File: src/rtl/bmp_input_capture_if.sv
// Pixel-stream / frame-buffer-write bundle for the BMP input capture stage.
// Master drives the line-framed pixel stream and observes the write side.
// Slave (the capture block) consumes pixels and produces writes and status.
interface bmp_input_capture_if #(
  parameter int ADDR_W = 19
);
  logic              Start_in;
  logic              H_Valid_in;
  logic              H_Jump_in;
  logic [23:0]       Bmp_Data_in;
  logic              wr_en;
  logic [ADDR_W-1:0] wr_addr;
  logic [23:0]       wr_data;
  logic              busy;
  logic              frame_done;
  logic [2:0]        err_flags;

  modport master (
    output Start_in, H_Valid_in, H_Jump_in, Bmp_Data_in,
    input  wr_en, wr_addr, wr_data, busy, frame_done, err_flags
  );

  modport slave (
    input  Start_in, H_Valid_in, H_Jump_in, Bmp_Data_in,
    output wr_en, wr_addr, wr_data, busy, frame_done, err_flags
  );
endinterface

File: src/rtl/bmp_input_capture.sv
// Captures a line-framed 24-bit pixel stream into linear frame-buffer writes.
// Latency: one cycle from pixel sample to registered write strobe/address/data.
// No backpressure: the frame buffer must accept one write every cycle.
// Optional protocol checking (short_line/overrun/abort) enabled by PROTO_CHK_EN.
module bmp_input_capture #(
  parameter int IMG_W  = 640,
  parameter int IMG_H  = 480,
  parameter int ADDR_W = 19
) (
  input  logic                 Clk_in,
  input  logic                 Rst_n,
  bmp_input_capture_if.slave   bus
);

  localparam int XW = $clog2(IMG_W + 1);
  localparam int YW = $clog2(IMG_H + 1);
  localparam logic [XW-1:0]     X_END     = XW'(IMG_W);
  localparam logic [XW-1:0]     X_LASTCOL = XW'(IMG_W - 1);
  localparam logic [YW-1:0]     Y_LAST    = YW'(IMG_H - 1);
  localparam logic [ADDR_W-1:0] LINE_STEP = ADDR_W'(IMG_W);

  typedef enum logic [1:0] {S_IDLE, S_ACTIVE, S_DONE} state_t;

  state_t            state_q, state_d;
  logic              start_prev_q;
  logic [XW-1:0]     x_q, x_d;
  logic [YW-1:0]     y_q, y_d;
  logic [ADDR_W-1:0] addr_q, addr_d;
  logic [ADDR_W-1:0] base_q, base_d;
  logic              wr_en_q, wr_en_d;
  logic [ADDR_W-1:0] wr_addr_q, wr_addr_d;
  logic [23:0]       wr_data_q, wr_data_d;
  logic              done_q, done_d;
  logic              start_edge;
  logic              capture;
  logic              in_row;
`ifdef PROTO_CHK_EN
  logic [2:0]        err_q, err_d;   // {abort, short_line, overrun}
`endif

  // Next-state, pixel acceptance and address generation.
  always_comb begin
    state_d    = state_q;
    x_d        = x_q;
    y_d        = y_q;
    addr_d     = addr_q;
    base_d     = base_q;
    wr_en_d    = 1'b0;
    wr_addr_d  = wr_addr_q;
    wr_data_d  = wr_data_q;
    done_d     = 1'b0;
    capture    = 1'b0;
    start_edge = bus.Start_in && !start_prev_q;
    in_row     = (x_q < X_END) && (y_q <= Y_LAST);
`ifdef PROTO_CHK_EN
    err_d      = err_q;
`endif

    case (state_q)
      S_IDLE: begin
        // A pixel arriving with the start edge belongs to the new frame.
        if (start_edge) begin
          state_d = S_ACTIVE;
          capture = 1'b1;
`ifdef PROTO_CHK_EN
          err_d   = 3'b000;
`endif
        end
      end
      S_ACTIVE: begin
        if (!bus.Start_in) begin
          state_d = S_IDLE;
          x_d     = '0;
          y_d     = '0;
          addr_d  = '0;
          base_d  = '0;
`ifdef PROTO_CHK_EN
          err_d[2] = 1'b1;
`endif
        end else begin
          capture = 1'b1;
        end
      end
      S_DONE: begin
        // Trailing pixels are dropped silently until Start_in falls.
        if (!bus.Start_in) state_d = S_IDLE;
      end
      default: state_d = S_IDLE;
    endcase

    if (capture && bus.H_Valid_in) begin
      if (in_row) begin
        wr_en_d   = 1'b1;
        wr_addr_d = addr_q;
        wr_data_d = bus.Bmp_Data_in;
      end else begin
`ifdef PROTO_CHK_EN
        err_d[0] = 1'b1;
`endif
      end

      if (bus.H_Jump_in) begin
`ifdef PROTO_CHK_EN
        if (x_q < X_LASTCOL) err_d[1] = 1'b1;
`endif
        // Next line base is accumulated, so no multiplier is needed.
        x_d    = '0;
        y_d    = y_q + YW'(1);
        base_d = base_q + LINE_STEP;
        addr_d = base_q + LINE_STEP;
        if (y_q == Y_LAST) begin
          done_d  = 1'b1;
          state_d = S_DONE;
          y_d     = '0;
          base_d  = '0;
          addr_d  = '0;
        end
      end else if (in_row) begin
        x_d    = x_q + XW'(1);
        addr_d = addr_q + ADDR_W'(1);
      end
      // Valid without jump past the last column: x saturates at IMG_W.
    end
  end

  // State, counters and registered write port.
  always_ff @(posedge Clk_in or negedge Rst_n) begin
    if (!Rst_n) begin
      state_q      <= S_IDLE;
      start_prev_q <= 1'b0;
      x_q          <= '0;
      y_q          <= '0;
      addr_q       <= '0;
      base_q       <= '0;
      wr_en_q      <= 1'b0;
      wr_addr_q    <= '0;
      wr_data_q    <= '0;
      done_q       <= 1'b0;
    end else begin
      state_q      <= state_d;
      start_prev_q <= bus.Start_in;
      x_q          <= x_d;
      y_q          <= y_d;
      addr_q       <= addr_d;
      base_q       <= base_d;
      wr_en_q      <= wr_en_d;
      wr_addr_q    <= wr_addr_d;
      wr_data_q    <= wr_data_d;
      done_q       <= done_d;
    end
  end

`ifdef PROTO_CHK_EN
  // Sticky protocol error flags, cleared on a new frame start.
  always_ff @(posedge Clk_in or negedge Rst_n) begin
    if (!Rst_n) err_q <= 3'b000;
    else        err_q <= err_d;
  end
  assign bus.err_flags = err_q;
`else
  assign bus.err_flags = 3'b000;
`endif

  assign bus.wr_en      = wr_en_q;
  assign bus.wr_addr    = wr_addr_q;
  assign bus.wr_data    = wr_data_q;
  assign bus.frame_done = done_q;
  assign bus.busy       = (state_q == S_ACTIVE);

endmodule
File: src/flat_wrapper.sv
// flat-port wrapper written by rule: the top's interface ports become plain ports
module bmp_input_capture_flat 
#(
  parameter int IMG_W  = 640,
  parameter int IMG_H  = 480,
  parameter int ADDR_W = 19
)
  (Clk_in, Rst_n, bus_Start_in, bus_H_Valid_in, bus_H_Jump_in, bus_Bmp_Data_in, bus_wr_en, bus_wr_addr, bus_wr_data, bus_busy, bus_frame_done, bus_err_flags);
  bmp_input_capture_if #(.ADDR_W(ADDR_W)) bus_i ();
  input  logic Clk_in;
  input  logic Rst_n;
  input wire logic [$bits(bus_i.Start_in)-1:0] bus_Start_in;
  input wire logic [$bits(bus_i.H_Valid_in)-1:0] bus_H_Valid_in;
  input wire logic [$bits(bus_i.H_Jump_in)-1:0] bus_H_Jump_in;
  input wire logic [$bits(bus_i.Bmp_Data_in)-1:0] bus_Bmp_Data_in;
  output wire logic [$bits(bus_i.wr_en)-1:0] bus_wr_en;
  output wire logic [$bits(bus_i.wr_addr)-1:0] bus_wr_addr;
  output wire logic [$bits(bus_i.wr_data)-1:0] bus_wr_data;
  output wire logic [$bits(bus_i.busy)-1:0] bus_busy;
  output wire logic [$bits(bus_i.frame_done)-1:0] bus_frame_done;
  output wire logic [$bits(bus_i.err_flags)-1:0] bus_err_flags;
  assign bus_i.Start_in = bus_Start_in;
  assign bus_i.H_Valid_in = bus_H_Valid_in;
  assign bus_i.H_Jump_in = bus_H_Jump_in;
  assign bus_i.Bmp_Data_in = bus_Bmp_Data_in;
  assign bus_wr_en = bus_i.wr_en;
  assign bus_wr_addr = bus_i.wr_addr;
  assign bus_wr_data = bus_i.wr_data;
  assign bus_busy = bus_i.busy;
  assign bus_frame_done = bus_i.frame_done;
  assign bus_err_flags = bus_i.err_flags;
  bmp_input_capture #(.IMG_W(IMG_W), .IMG_H(IMG_H), .ADDR_W(ADDR_W)) u_core (.Clk_in(Clk_in), .Rst_n(Rst_n), .bus(bus_i));
endmodule
File: config.mk
export PLATFORM = sky130hd
export DESIGN_NAME = bmp_input_capture_flat
export DESIGN_NICKNAME = d
export VERILOG_FILES = /design/src/rtl/bmp_input_capture_if.sv /design/src/rtl/bmp_input_capture.sv /design/src/flat_wrapper.sv
export SDC_FILE = /design/constraint.sdc
export NUM_CORES = 1
export LEC_CHECK = 0
export CAP_MARGIN = 20
export CORE_MARGIN = 8
export CORE_UTILIZATION = 35
export CTS_BUF_LIST = sky130_fd_sc_hd__clkbuf_8
export DETAILED_ROUTE_END_ITERATION = 10
export PLACE_DENSITY_LB_ADDON = 0.3
export SYNTH_ARGS = -nofsm -noshare
export SYNTH_HDL_FRONTEND = slang
export SYNTH_SLANG_ARGS = --single-unit
File: constraint.sdc
create_clock -name Clk_in -period 2.9 [get_ports Clk_in]
set_clock_uncertainty 0.15 [all_clocks]
set_input_delay 0.29 -clock Clk_in [delete_from_list [all_inputs] [get_ports Clk_in]]
set_output_delay 0.29 -clock Clk_in [all_outputs]
set_load 0.05 [all_outputs]
==> flow_summary.yaml <==
clock_tree:
  clockBufferDepth: 2
  clock-root-buffer: "clkbuf_8"
  clkLatencyLatePin_ns: 0.38
  cts_num_sinks: 105
  numCtsBuffers: 9
  htree_levels: 3
  post-cts-setup-buffers: 0
  clk_pin_slew_ns: 0.10
  cts_tree: "built"
global_route:
  grt_max_degree: 47
  grt_pass1_vias: 3726
  grt_pass1_wl_mm: 19.5
  track_usage_pct: 13.0
  grt_overflow: 0
  antenna_found_initial: 0
setup_path:
  crit_fanout: 45
  crit_path_end_kind: "register"
  rr_endpoint: "u_core.bus.wr_addr[5]$_DFFE_PN0P_"
  startpoint_type: "register"
  regToRegSetupSlack_ns: 0.17
  critPathLaunch: "u_core.y_q[0]$_DFF_PN0_"
  crit_end: "u_core.bus.wr_addr[5]$_DFFE_PN0P_"
  rr_startpoint: "u_core.y_q[0]$_DFF_PN0_"
  worstPathArrival_ns: 2.86
  path_class: "register to register"
  critical_path_required_ns: 3.03
  worst-r2r-cell-count: 5
layout:
  area_growth_pct: 21.6
  finalNetCount: 564
  multi_input_area_um2: 2360
  ff_latch_area_um2: 2630
  num_antenna_cells: 0
  fillerInstances: 1369
  layout-drive-gt1-share_pct: 15.4
floorplan:
  fp.dieH_um: 138
  num_rows: 44
  start_util_pct: 35.8
  num_io_pins: 78
  die-area_um2: 19000
  die_x_um: 138
  core-area_um2: 14500
synth:
  ys_types: 63
  ys_seq_area_share_pct: 50.7
  synth-edff-count: 0
  netlist_area_um2: 5180
  synth_top_area_share_pct: 50.7
  synthTopCellsByArea: "dfrtp_1 51%, mux2_4 11%, o21ai_0 3.3%, nand2_1 2.3%, ha_1 1.7%"
  yosys.area.top_type: "dfrtp_1"
  synth.avg_cell_area_um2: 11.4
  ys_warn_count: 0
  yosys_register_bits: 105
  ys.flop_type: "dfrtp_1"
  async_flop_share_pct: 100
  netlist_instances: 453
timing:
  rsz0062_at_grt: "false"
  setup_tns_ns: 0
  max_freq_mhz: 366
  setup_viol: 0
  fin_crit_sh_pct: 94.1
  max_slew_margin_pct: 31.4
  finalHoldViolCount: 0
  slew_viol_final: 0
  tightest_slew_ns: 1.03
  fin_crit_ns: 2.73
power_and_ir_drop:
  p_leak_nw: 2.73
  finalPower_mw: 5.00
  ir_drop_v: 0.000385
  power.density_nw_per_um2: 793
routing:
  dr.first_iter.drc_count: 162
  via_count: 3721
  dr.pass1.iters: 4
  drt_wl_total_mm: 12.0
  viasPerCell: 5.19
  final_antenna_net_count: 0
  drc: 0
  wl_per_cell_um: 16.8
run:
  cap_violations: 0
hold_path:
  hp-class: "input pin to asynchronous set/reset pin"
place:
  place_hpwl_mm: 8.44
  place.gp.congestion: 0.785
  portBuffers: 74
status:
  status: "finished, final reports clean"
layer usage:
metal	vias to the layer above	GRT usage, %	wire (um)
met5	-	0	0
met4	0	3.32	91
met3	7	4.05	826
met2	89	20.0	5490
met1	1826	17.4	5620
li1	1799	-	-
Yosys cell counts, types with 3 or more instances:
library cell,count
nand2_1,32
a221o_1,5
o31ai_1,6
xnor2_1,5
nand2b_1,4
or3_1,9
a22o_1,8
ha_1,7
o41ai_1,3
a21oi_1,13
buf_4,3
nor2b_1,9
o311ai_0,4
xor2_1,10
clkbuf_1,3
and3_1,4
inv_1,14
o21a_1,3
o21ai_0,34
a21o_1,4
buf_6,5
nor2_1,21
nand4_1,6
a22oi_1,8
or2_2,5
nand3_1,17
nor3_1,12
buf_2,10
mux2_2,5
mux2_4,38
dfrtp_1,105
nor4_1,3
where the power goes:
part           internal, mW  switching [mW]  leakage (nW)
combinational         0.839            1.29          1.24
clock                 0.348           0.530        0.0952
sequential             1.75           0.239          1.40
total                  2.94            2.06          2.73
worst min-delay path by stage:
stage	endpoint	startpoint	cells past startpoint	slack (ns)
CTS	u_core.bus.wr_addr[11]$_DFFE_PN0P_	Rst_n	2	0.34
detailed placement	u_core.bus.wr_addr[11]$_DFFE_PN0P_	Rst_n	1	0.20
finish	u_core.bus.wr_addr[10]$_DFFE_PN0P_	Rst_n	2	0.31
global route	u_core.bus.wr_data[3]$_DFFE_PN0P_	bus_Bmp_Data_in[3]	2	0.32
global placement	u_core.bus.wr_addr[10]$_DFFE_PN0P_	Rst_n	1	0.19
floorplan	u_core.addr_q[0]$_DFF_PN0_	Rst_n	0	-0.16
flip-flops by register name (all words and copies together), names as in the netlist:
register	count
u_core.state_q	2
u_core.bus.wr_en	1
u_core.base_q	19
u_core.bus.frame_done	1
u_core.bus.wr_addr	19
u_core.x_q	10
u_core.addr_q	19
u_core.y_q	9
u_core.start_prev_q	1
u_core.bus.wr_data	24
stage by stage:
step,utilization (%),hold slack (ns),setup slack (ns),instance area (um^2),std cells
2_1_floorplan,-,-0.156,0.517,5190,455
5_1_grt,43.5,0.325,0.0405,6300,717
4_1_cts,43.5,0.336,0.133,6300,717
6_report,43.5,0.313,0.171,6300,717
3_3_place_gp,42.2,0.195,0.209,6110,700
3_5_place_dp,42.2,0.201,0.142,6110,700
cell usage in the layout (no fill, tap or decap), drive strengths merged, types with 3 or more instances in the layout:
cell type / n
and3: 4
dfrtp: 105
o311ai: 5
nor3: 13
o31ai: 6
a21oi: 13
o21a: 3
nor4: 3
ha: 7
nand2b: 4
inv: 17
nand3: 17
buf: 10
nand4: 6
o21ai: 36
or2: 5
conb: 3
nor2: 23
xor2: 10
nand2: 33
or3: 9
a22oi: 8
nor2b: 9
a221o: 5
o41ai: 3
mux2: 44
a21o: 4
xnor2: 5
clkdlybuf4s50: 73
o2111ai: 3
clkbuf: 10
a22o: 8
worst max-delay path, cell delays in order (launching register included):
cell,delay [ns]
dfrtp_1,0.43
ha_1,0.30
o311ai_4,0.18
and2_1,0.30
nor2_8,0.80
mux2_2,0.41
cells by family (layout without fill, tap and decap cells):
family / count (synthesis) / in the layout / synth area share [%]
AO/OA/AOI/OAI: 111 / 111 / 15.2
XOR/XNOR: 15 / 15 / 2.53
adder cells (fa/ha/maj): 7 / 7 / 1.69
buffers and inverters: 36 / 114 / 3.81
flip-flops: 105 / 105 / 50.7
multiplexers: 45 / 45 / 12.5
other: 1 / 3 / 0.0724
AND/OR/NAND/NOR: 133 / 133 / 13.5
layout make-up:
| type | count | share of cell area [%] |
|---|---|---|
| clock buffers | 10 | 2.18 |
| clock inverters | 6 | 0.794 |
| inverters | 14 | 0.834 |
| multi-input cells | 314 | 37.5 |
| flip-flops and latches | 105 | 41.7 |
| well taps | 184 | 3.65 |
| repair buffers | 84 | 13.3 |
what timing repair did:
| item | in CTS | in global routing |
|---|---|---|
| endpoints found under the hold margin | 44 | 0 |
| gates resized for setup | 0 | 0 |
| hold buffers | 1 | 0 |
(Power assumes the default switching activity.)
